$ cat src/rtl/depth_test_writeback_if.sv
// Avalon-MM master bus used by the depth-test writeback stage.
//   address     26-bit byte address
//   write       write request, held until accepted
//   read        read request (the writeback stage never reads)
//   byteenable  byte lanes, always all four
//   writedata   32-bit write data
//   waitrequest slave stall; a write is accepted when write & !waitrequest
interface depth_test_writeback_if;
    logic [25:0] address;
    logic        write;
    logic        read;
    logic [3:0]  byteenable;
    logic [31:0] writedata;
    logic        waitrequest;

    modport master (
        output address,
        output write,
        output read,
        output byteenable,
        output writedata,
        input  waitrequest
    );

    modport slave (
        input  address,
        input  write,
        input  read,
        input  byteenable,
        input  writedata,
        output waitrequest
    );
endinterface

$ cat src/rtl/depth_test_writeback.sv
// Depth test and writeback stage, downstream of the depth fetch stage.
// Fetched pixels are queued in a FIFO; each popped pixel is depth tested and,
// if it passes, its colour is written to addr and its new depth to addr+4.
// Ports:
//   clock, reset         clock and asynchronous active-high reset
//   input_valid          one-cycle pulse, fetch result present (no back-pressure)
//   addr_in .. done_in   fetched pixel fields
//   stall_out            asks the fetch stage to stop issuing reads
//   master               Avalon-MM master bus
//   frame_done           one-cycle pulse when a done-tagged pixel retires
//   pixels_written       passing pixels whose two writes were accepted
//   pixels_killed        pixels that failed the depth test
//   overflow_error       sticky; a pixel arrived while the FIFO was full
module depth_test_writeback #(
    parameter int unsigned FIFO_DEPTH = 8,
    parameter int unsigned SKID       = 4,
    parameter int unsigned LESS_EQUAL = 0
) (
    input  logic                          clock,
    input  logic                          reset,
    input  logic                          input_valid,
    input  logic [25:0]                   addr_in,
    input  logic [23:0]                   color_in,
    input  logic [31:0]                   old_depth_in,
    input  logic [31:0]                   new_depth_in,
    input  logic                          done_in,
    output logic                          stall_out,
    depth_test_writeback_if.master        master,
    output logic                          frame_done,
    output logic [31:0]                   pixels_written,
    output logic [31:0]                   pixels_killed,
    output logic                          overflow_error
);

    localparam int unsigned AW = $clog2(FIFO_DEPTH);
    localparam int unsigned CW = AW + 1;
    localparam logic [CW-1:0] FULL_COUNT  = CW'(FIFO_DEPTH);
    localparam logic [CW-1:0] STALL_LEVEL = CW'(FIFO_DEPTH - SKID);

    typedef struct packed {
        logic [25:0] addr;
        logic [23:0] color;
        logic [31:0] old_depth;
        logic [31:0] new_depth;
        logic        done;
    } entry_t;

    typedef enum logic [1:0] {S_IDLE, S_WR_COLOR, S_WR_DEPTH} state_t;

    entry_t          mem [FIFO_DEPTH];
    entry_t          in_entry;
    entry_t          head;
    logic [AW-1:0]   wr_ptr_q, rd_ptr_q;
    logic [CW-1:0]   count_q;
    logic            full;
    logic            pop;
    logic            push;
    logic            head_pass;
    logic            accept;

    state_t          state_q, state_d;
    logic            write_q, write_d;
    logic [25:0]     addr_q, addr_d;
    logic [31:0]     data_q, data_d;
    logic [31:0]     depth_q, depth_d;
    logic            done_q, done_d;
    logic            frame_done_q, frame_done_d;
    logic [31:0]     written_q, written_d;
    logic [31:0]     killed_q, killed_d;
    logic            overflow_q;

    assign in_entry = '{addr: addr_in, color: color_in, old_depth: old_depth_in,
                        new_depth: new_depth_in, done: done_in};
    assign head     = mem[rd_ptr_q];
    assign full     = (count_q == FULL_COUNT);
    // A pop on the same edge frees a slot, so a push into a full FIFO is legal then.
    assign push     = input_valid && (!full || pop);
    assign accept   = write_q && !master.waitrequest;

    always_comb begin
        if (LESS_EQUAL != 0) head_pass = (head.new_depth <= head.old_depth);
        else                 head_pass = (head.new_depth <  head.old_depth);
    end

    always_comb begin
        state_d      = state_q;
        write_d      = write_q;
        addr_d       = addr_q;
        data_d       = data_q;
        depth_d      = depth_q;
        done_d       = done_q;
        frame_done_d = 1'b0;
        written_d    = written_q;
        killed_d     = killed_q;
        pop          = 1'b0;
        unique case (state_q)
            S_IDLE: begin
                if (count_q != '0) begin
                    pop = 1'b1;
                    if (head_pass) begin
                        state_d = S_WR_COLOR;
                        write_d = 1'b1;
                        addr_d  = head.addr;
                        data_d  = {8'h00, head.color};
                        depth_d = head.new_depth;
                        done_d  = head.done;
                    end else begin
                        killed_d     = killed_q + 32'd1;
                        frame_done_d = head.done;
                    end
                end
            end
            S_WR_COLOR: begin
                if (accept) begin
                    addr_d  = addr_q + 26'd4;
                    data_d  = depth_q;
                    state_d = S_WR_DEPTH;
                end
            end
            S_WR_DEPTH: begin
                if (accept) begin
                    write_d      = 1'b0;
                    written_d    = written_q + 32'd1;
                    frame_done_d = done_q;
                    state_d      = S_IDLE;
                end
            end
            default: state_d = S_IDLE;
        endcase
    end

    always_ff @(posedge clock or posedge reset) begin
        if (reset) begin
            state_q      <= S_IDLE;
            wr_ptr_q     <= '0;
            rd_ptr_q     <= '0;
            count_q      <= '0;
            write_q      <= 1'b0;
            addr_q       <= '0;
            data_q       <= '0;
            depth_q      <= '0;
            done_q       <= 1'b0;
            frame_done_q <= 1'b0;
            written_q    <= '0;
            killed_q     <= '0;
            overflow_q   <= 1'b0;
        end else begin
            state_q      <= state_d;
            write_q      <= write_d;
            addr_q       <= addr_d;
            data_q       <= data_d;
            depth_q      <= depth_d;
            done_q       <= done_d;
            frame_done_q <= frame_done_d;
            written_q    <= written_d;
            killed_q     <= killed_d;
            if (push) wr_ptr_q <= wr_ptr_q + AW'(1);
            if (pop)  rd_ptr_q <= rd_ptr_q + AW'(1);
            count_q    <= count_q + CW'(push) - CW'(pop);
            overflow_q <= overflow_q | (input_valid & full & ~pop);
        end
    end

    // Storage needs no reset; occupancy is tracked by the pointers.
    always_ff @(posedge clock) begin
        if (push) mem[wr_ptr_q] <= in_entry;
    end

    assign stall_out         = (count_q >= STALL_LEVEL);
    assign master.address    = addr_q;
    assign master.write      = write_q;
    assign master.writedata  = data_q;
    assign master.read       = 1'b0;
    assign master.byteenable = 4'b1111;
    assign frame_done        = frame_done_q;
    assign pixels_written    = written_q;
    assign pixels_killed     = killed_q;
    assign overflow_error    = overflow_q;

endmodule

$ cat src/flat_wrapper.sv
// flat-port wrapper written by rule: the top's interface ports become plain ports
module depth_test_writeback_flat 
#(
    parameter int unsigned FIFO_DEPTH = 8,
    parameter int unsigned SKID       = 4,
    parameter int unsigned LESS_EQUAL = 0
)
  (clock, reset, input_valid, addr_in, color_in, old_depth_in, new_depth_in, done_in, stall_out, frame_done, pixels_written, pixels_killed, overflow_error, master_address, master_write, master_read, master_byteenable, master_writedata, master_waitrequest);
  depth_test_writeback_if master_i ();
  input  logic clock;
  input  logic reset;
  input  logic input_valid;
  input  logic [25:0] addr_in;
  input  logic [23:0] color_in;
  input  logic [31:0] old_depth_in;
  input  logic [31:0] new_depth_in;
  input  logic done_in;
  output logic stall_out;
  output logic frame_done;
  output logic [31:0] pixels_written;
  output logic [31:0] pixels_killed;
  output logic overflow_error;
  output wire logic [$bits(master_i.address)-1:0] master_address;
  output wire logic [$bits(master_i.write)-1:0] master_write;
  output wire logic [$bits(master_i.read)-1:0] master_read;
  output wire logic [$bits(master_i.byteenable)-1:0] master_byteenable;
  output wire logic [$bits(master_i.writedata)-1:0] master_writedata;
  input wire logic [$bits(master_i.waitrequest)-1:0] master_waitrequest;
  assign master_address = master_i.address;
  assign master_write = master_i.write;
  assign master_read = master_i.read;
  assign master_byteenable = master_i.byteenable;
  assign master_writedata = master_i.writedata;
  assign master_i.waitrequest = master_waitrequest;
  depth_test_writeback #(.FIFO_DEPTH(FIFO_DEPTH), .SKID(SKID), .LESS_EQUAL(LESS_EQUAL)) u_core (.clock(clock), .reset(reset), .input_valid(input_valid), .addr_in(addr_in), .color_in(color_in), .old_depth_in(old_depth_in), .new_depth_in(new_depth_in), .done_in(done_in), .stall_out(stall_out), .master(master_i), .frame_done(frame_done), .pixels_written(pixels_written), .pixels_killed(pixels_killed), .overflow_error(overflow_error));
endmodule
$ cat config.mk
export PLATFORM = sky130hd
export DESIGN_NAME = depth_test_writeback_flat
export DESIGN_NICKNAME = d
export VERILOG_FILES = /design/src/rtl/depth_test_writeback_if.sv /design/src/rtl/depth_test_writeback.sv /design/src/flat_wrapper.sv
export SDC_FILE = /design/constraint.sdc
export NUM_CORES = 1
export LEC_CHECK = 0
export ABC_CLOCK_PERIOD_IN_PS = 16000
export BUFFER_PORTS_ARGS = -buffer_cell sky130_fd_sc_hd__buf_2
export CAP_MARGIN = 20
export CORE_MARGIN = 2
export CORE_UTILIZATION = 62
export CTS_CLUSTER_DIAMETER = 30
export CTS_CLUSTER_SIZE = 12
export DETAILED_ROUTE_END_ITERATION = 8
export PLACE_DENSITY = 0.81
export SLEW_MARGIN = 10
export SYNTH_ARGS = -nofsm -noshare
export SYNTH_HDL_FRONTEND = slang
export SYNTH_SLANG_ARGS = --single-unit
$ cat constraint.sdc
create_clock -name clock -period 16 [get_ports clock]
set_clock_uncertainty 0.1 [all_clocks]
set_input_delay 3.2 -clock clock [delete_from_list [all_inputs] [get_ports clock]]
set_output_delay 3.2 -clock clock [all_outputs]
set_load 0.03 [all_outputs]
==> impl_metrics.json <==
{
  "ys_seq_area_share_pct": 74.7,
  "num_rows": 96,
  "cp-end-kind": "register",
  "critical_path_arrival_ns": 7.58,
  "track_usage_pct": 29.6,
  "drt_first_pass_iters": 7,
  "overflow": 0,
  "peakVddDrop_mv": 0.168,
  "routedWlPerCell_um": 28.9,
  "synth_top_cell_by_area": "edfxtp_1",
  "grt_max_degree": 119,
  "synth_top_cell_area_share_pct": 64.7,
  "grt_pass1_vias": 24500,
  "clock_latency_ns": 0.74,
  "grt_antenna_before_repair": 17,
  "nets": 2676,
  "crit_fanout": 118,
  "drv_cap": 0,
  "setup_viol": 0,
  "synthDistinctLibCells": 54,
  "ys.warnings.count": 0,
  "drive_above_1_share_pct": 32.8,
  "hpwlAfterDp_mm": 53.9,
  "cp-start-kind": "register",
  "io_buffers": 244,
  "synth_flop_cell": "edfxtp_1",
  "synth_enable_flop_cells": 920,
  "tightest_slew_ns": 1.10,
  "start_util_pct": 62.5,
  "path_clk_slew_ns": 0.05,
  "route.antenna.remaining_nets": 0,
  "numCtsBuffers": 160,
  "tns_ns": 0,
  "ys_ff_latch": 1090,
  "p_per_area_nw_per_um2": 212,
  "grt_pass1_wl_mm": 154,
  "drt_iter0_drc": 3400,
  "die_h_um": 266,
  "finalCritPeriodShare_pct": 44.3,
  "hold_buffers": 0,
  "synth.most_common_cell": "edfxtp_1",
  "holdCritPathClass": "reg -> reg",
  "ios": 250,
  "max_freq_mhz": 141,
  "synthTopCellsByCount": "edfxtp_1 (920), mux4_2 (230), dfrtp_1 (170)",
  "synth.avg_cell_area_um2": 19.6,
  "cts-root-buf": "clkbuf_16",
  "finalHoldViolations": 0,
  "die_x_um": 266,
  "synth_cells": 2173,
  "ys_top_cells_by_area": "edfxtp_1 (65%), mux4_2 (12%), dfrtp_1 (10%)",
  "slew_headroom_pct": 26.6,
  "fin_crit_ns": 7.09,
  "finalPower_mw": 10.7,
  "vias_per_cell": 6.57,
  "slew_violations": 0,
  "clk_path_buf_depth": 3,
  "h-tree-depth": 4,
  "place.gp.congestion": 0.839,
  "ys_async_sr_fraction_pct": 15.6,
  "crit_required_ns": 16.50,
  "syn_to_final_growth_pct": 18.4,
  "rsz0062_at_grt": "false",
  "crit_type": "reg -> reg",
  "drcViolationCount": 0,
  "cts_setup_buffers": 0,
  "dr_total_vias": 23300,
  "die-area_um2": 71000,
  "cts_tree": "yes",
  "syn_area_um2": 42700,
  "cts.sinks": 1090,
  "run_status": "complete, no violations",
  "postRouteWirelength_mm": 103,
  "p_leak_nw": 18.0,
  "post_cts_resized": 0,
  "core_um2": 68300
}
[per-layer routing]
layer / GRT usage, % / wire length, µm / up-vias
met5: 0 / 72 / -
met4: 13.4 / 4070 / 10
met3: 7.03 / 9700 / 283
met2: 47.6 / 51000 / 1466
met1: 39.2 / 37700 / 12100
li1: - / - / 9481
[final cells by class]
cell class	instances	area [µm²]
Sequential cell	1090	31900
Fill cell	3513	17800
Multi-Input combinational cell	959	10400
Clock buffer	196	4360
Timing Repair Buffer	282	1540
Clock inverter	103	1150
Tap cell	882	1100
Inverter	21	86.3
Antenna cell	15	37.5
[per-stage QoR]
stage | cells | hold slack, ns | instance area (µm²) | worst slack, ns | util (%)
after global routing | 3539 | 0.388 | 50500 | 8.48 | 73.9
after floorplan | 2176 | 0.343 | 42700 | 3.90 | -
after detailed placement | 3233 | 0.363 | 45000 | 9.03 | 65.8
final | 3548 | 0.367 | 50600 | 8.91 | 74.0
after global placement | 3233 | 0.349 | 45000 | 9.12 | 65.8
after CTS | 3532 | 0.370 | 50500 | 8.84 | 73.9
[report_power, final]
group / total, mW / switching [mW] / internal [mW]
clock network: 3.53 / 1.30 / 2.23
logic: 3.26 / 1.94 / 1.32
registers: 3.93 / 0.328 / 3.60
total: 10.7 / 3.57 / 7.15
[layout by cell type (no fill, tap or decap), drive strengths merged, types with 5 or more instances in the layout]
master / count
nor3: 7
nand4: 28
o22ai: 8
mux2i: 70
clkinvlp: 16
nand2b: 5
dfrtp: 170
conb: 5
and4: 8
diode: 15
inv: 36
buf: 282
and2: 7
bufinv: 17
mux2: 78
a211oi: 5
xor2: 12
o21ai: 59
xnor2: 55
nand3: 35
mux4: 230
nand2: 111
clkinv: 55
nor2: 57
and3: 21
edfxtp: 920
ha: 42
clkbuf: 196
a21oi: 73
[state kept, by name, summed over array words and instances (netlist names), 3 cells and up]
name,count
u_core.pixels_written,32
u_core.mem,920
u_core.wr_ptr_q,3
u_core.master.address,26
u_core.count_q,4
u_core.rd_ptr_q,3
u_core.pixels_killed,32
u_core.master.writedata,32
u_core.depth_q,32
[cell families (layout without fill, tap and decap cells)]
logic type      after synthesis  after routing  synth area share, %
flops                      1090           1090                 74.7
simple gates                291            291                 3.22
compound gates              175            175                 2.35
other cells                   2             20               0.0176
mux                         378            378                 15.8
fa+ha+maj                    43             43                 1.28
buf+inv                     127            602                 1.23
xor+xnor                     67             67                 1.37
[path summary, 6_finish.rpt]
check | to | slack, ns | cells past startpoint | from
min in group asynchronous | u_core.pixels_killed[31] | 2.53 | 2 | reset
worst max-delay path | u_core.depth_q[29] | 8.91 | 12 | u_core.rd_ptr_q[0]
max in group asynchronous | u_core.rd_ptr_q[1] | 11.65 | 3 | reset
worst min register to register | u_core.overflow_error | 0.37 | 1 | u_core.overflow_error
worst max register to register | u_core.depth_q[29] | 8.91 | 12 | u_core.rd_ptr_q[0]
worst min-delay path | u_core.overflow_error | 0.37 | 1 | u_core.overflow_error
[critical path, cell delays in order (launching register included)]
cell and delay [ns]:
dfrtp_4 1.01, buf_12 0.76, buf_4 0.89, mux4_2 0.62, mux2_2 0.31, ha_1 0.34, a41oi_1 0.22, o21ai_0 0.16
a221o_1 0.44, o31a_1 0.38, nor2_4 0.56, buf_4 0.57, mux2_2 0.40
No activity file was read; power rests on OpenSTA's default activity.
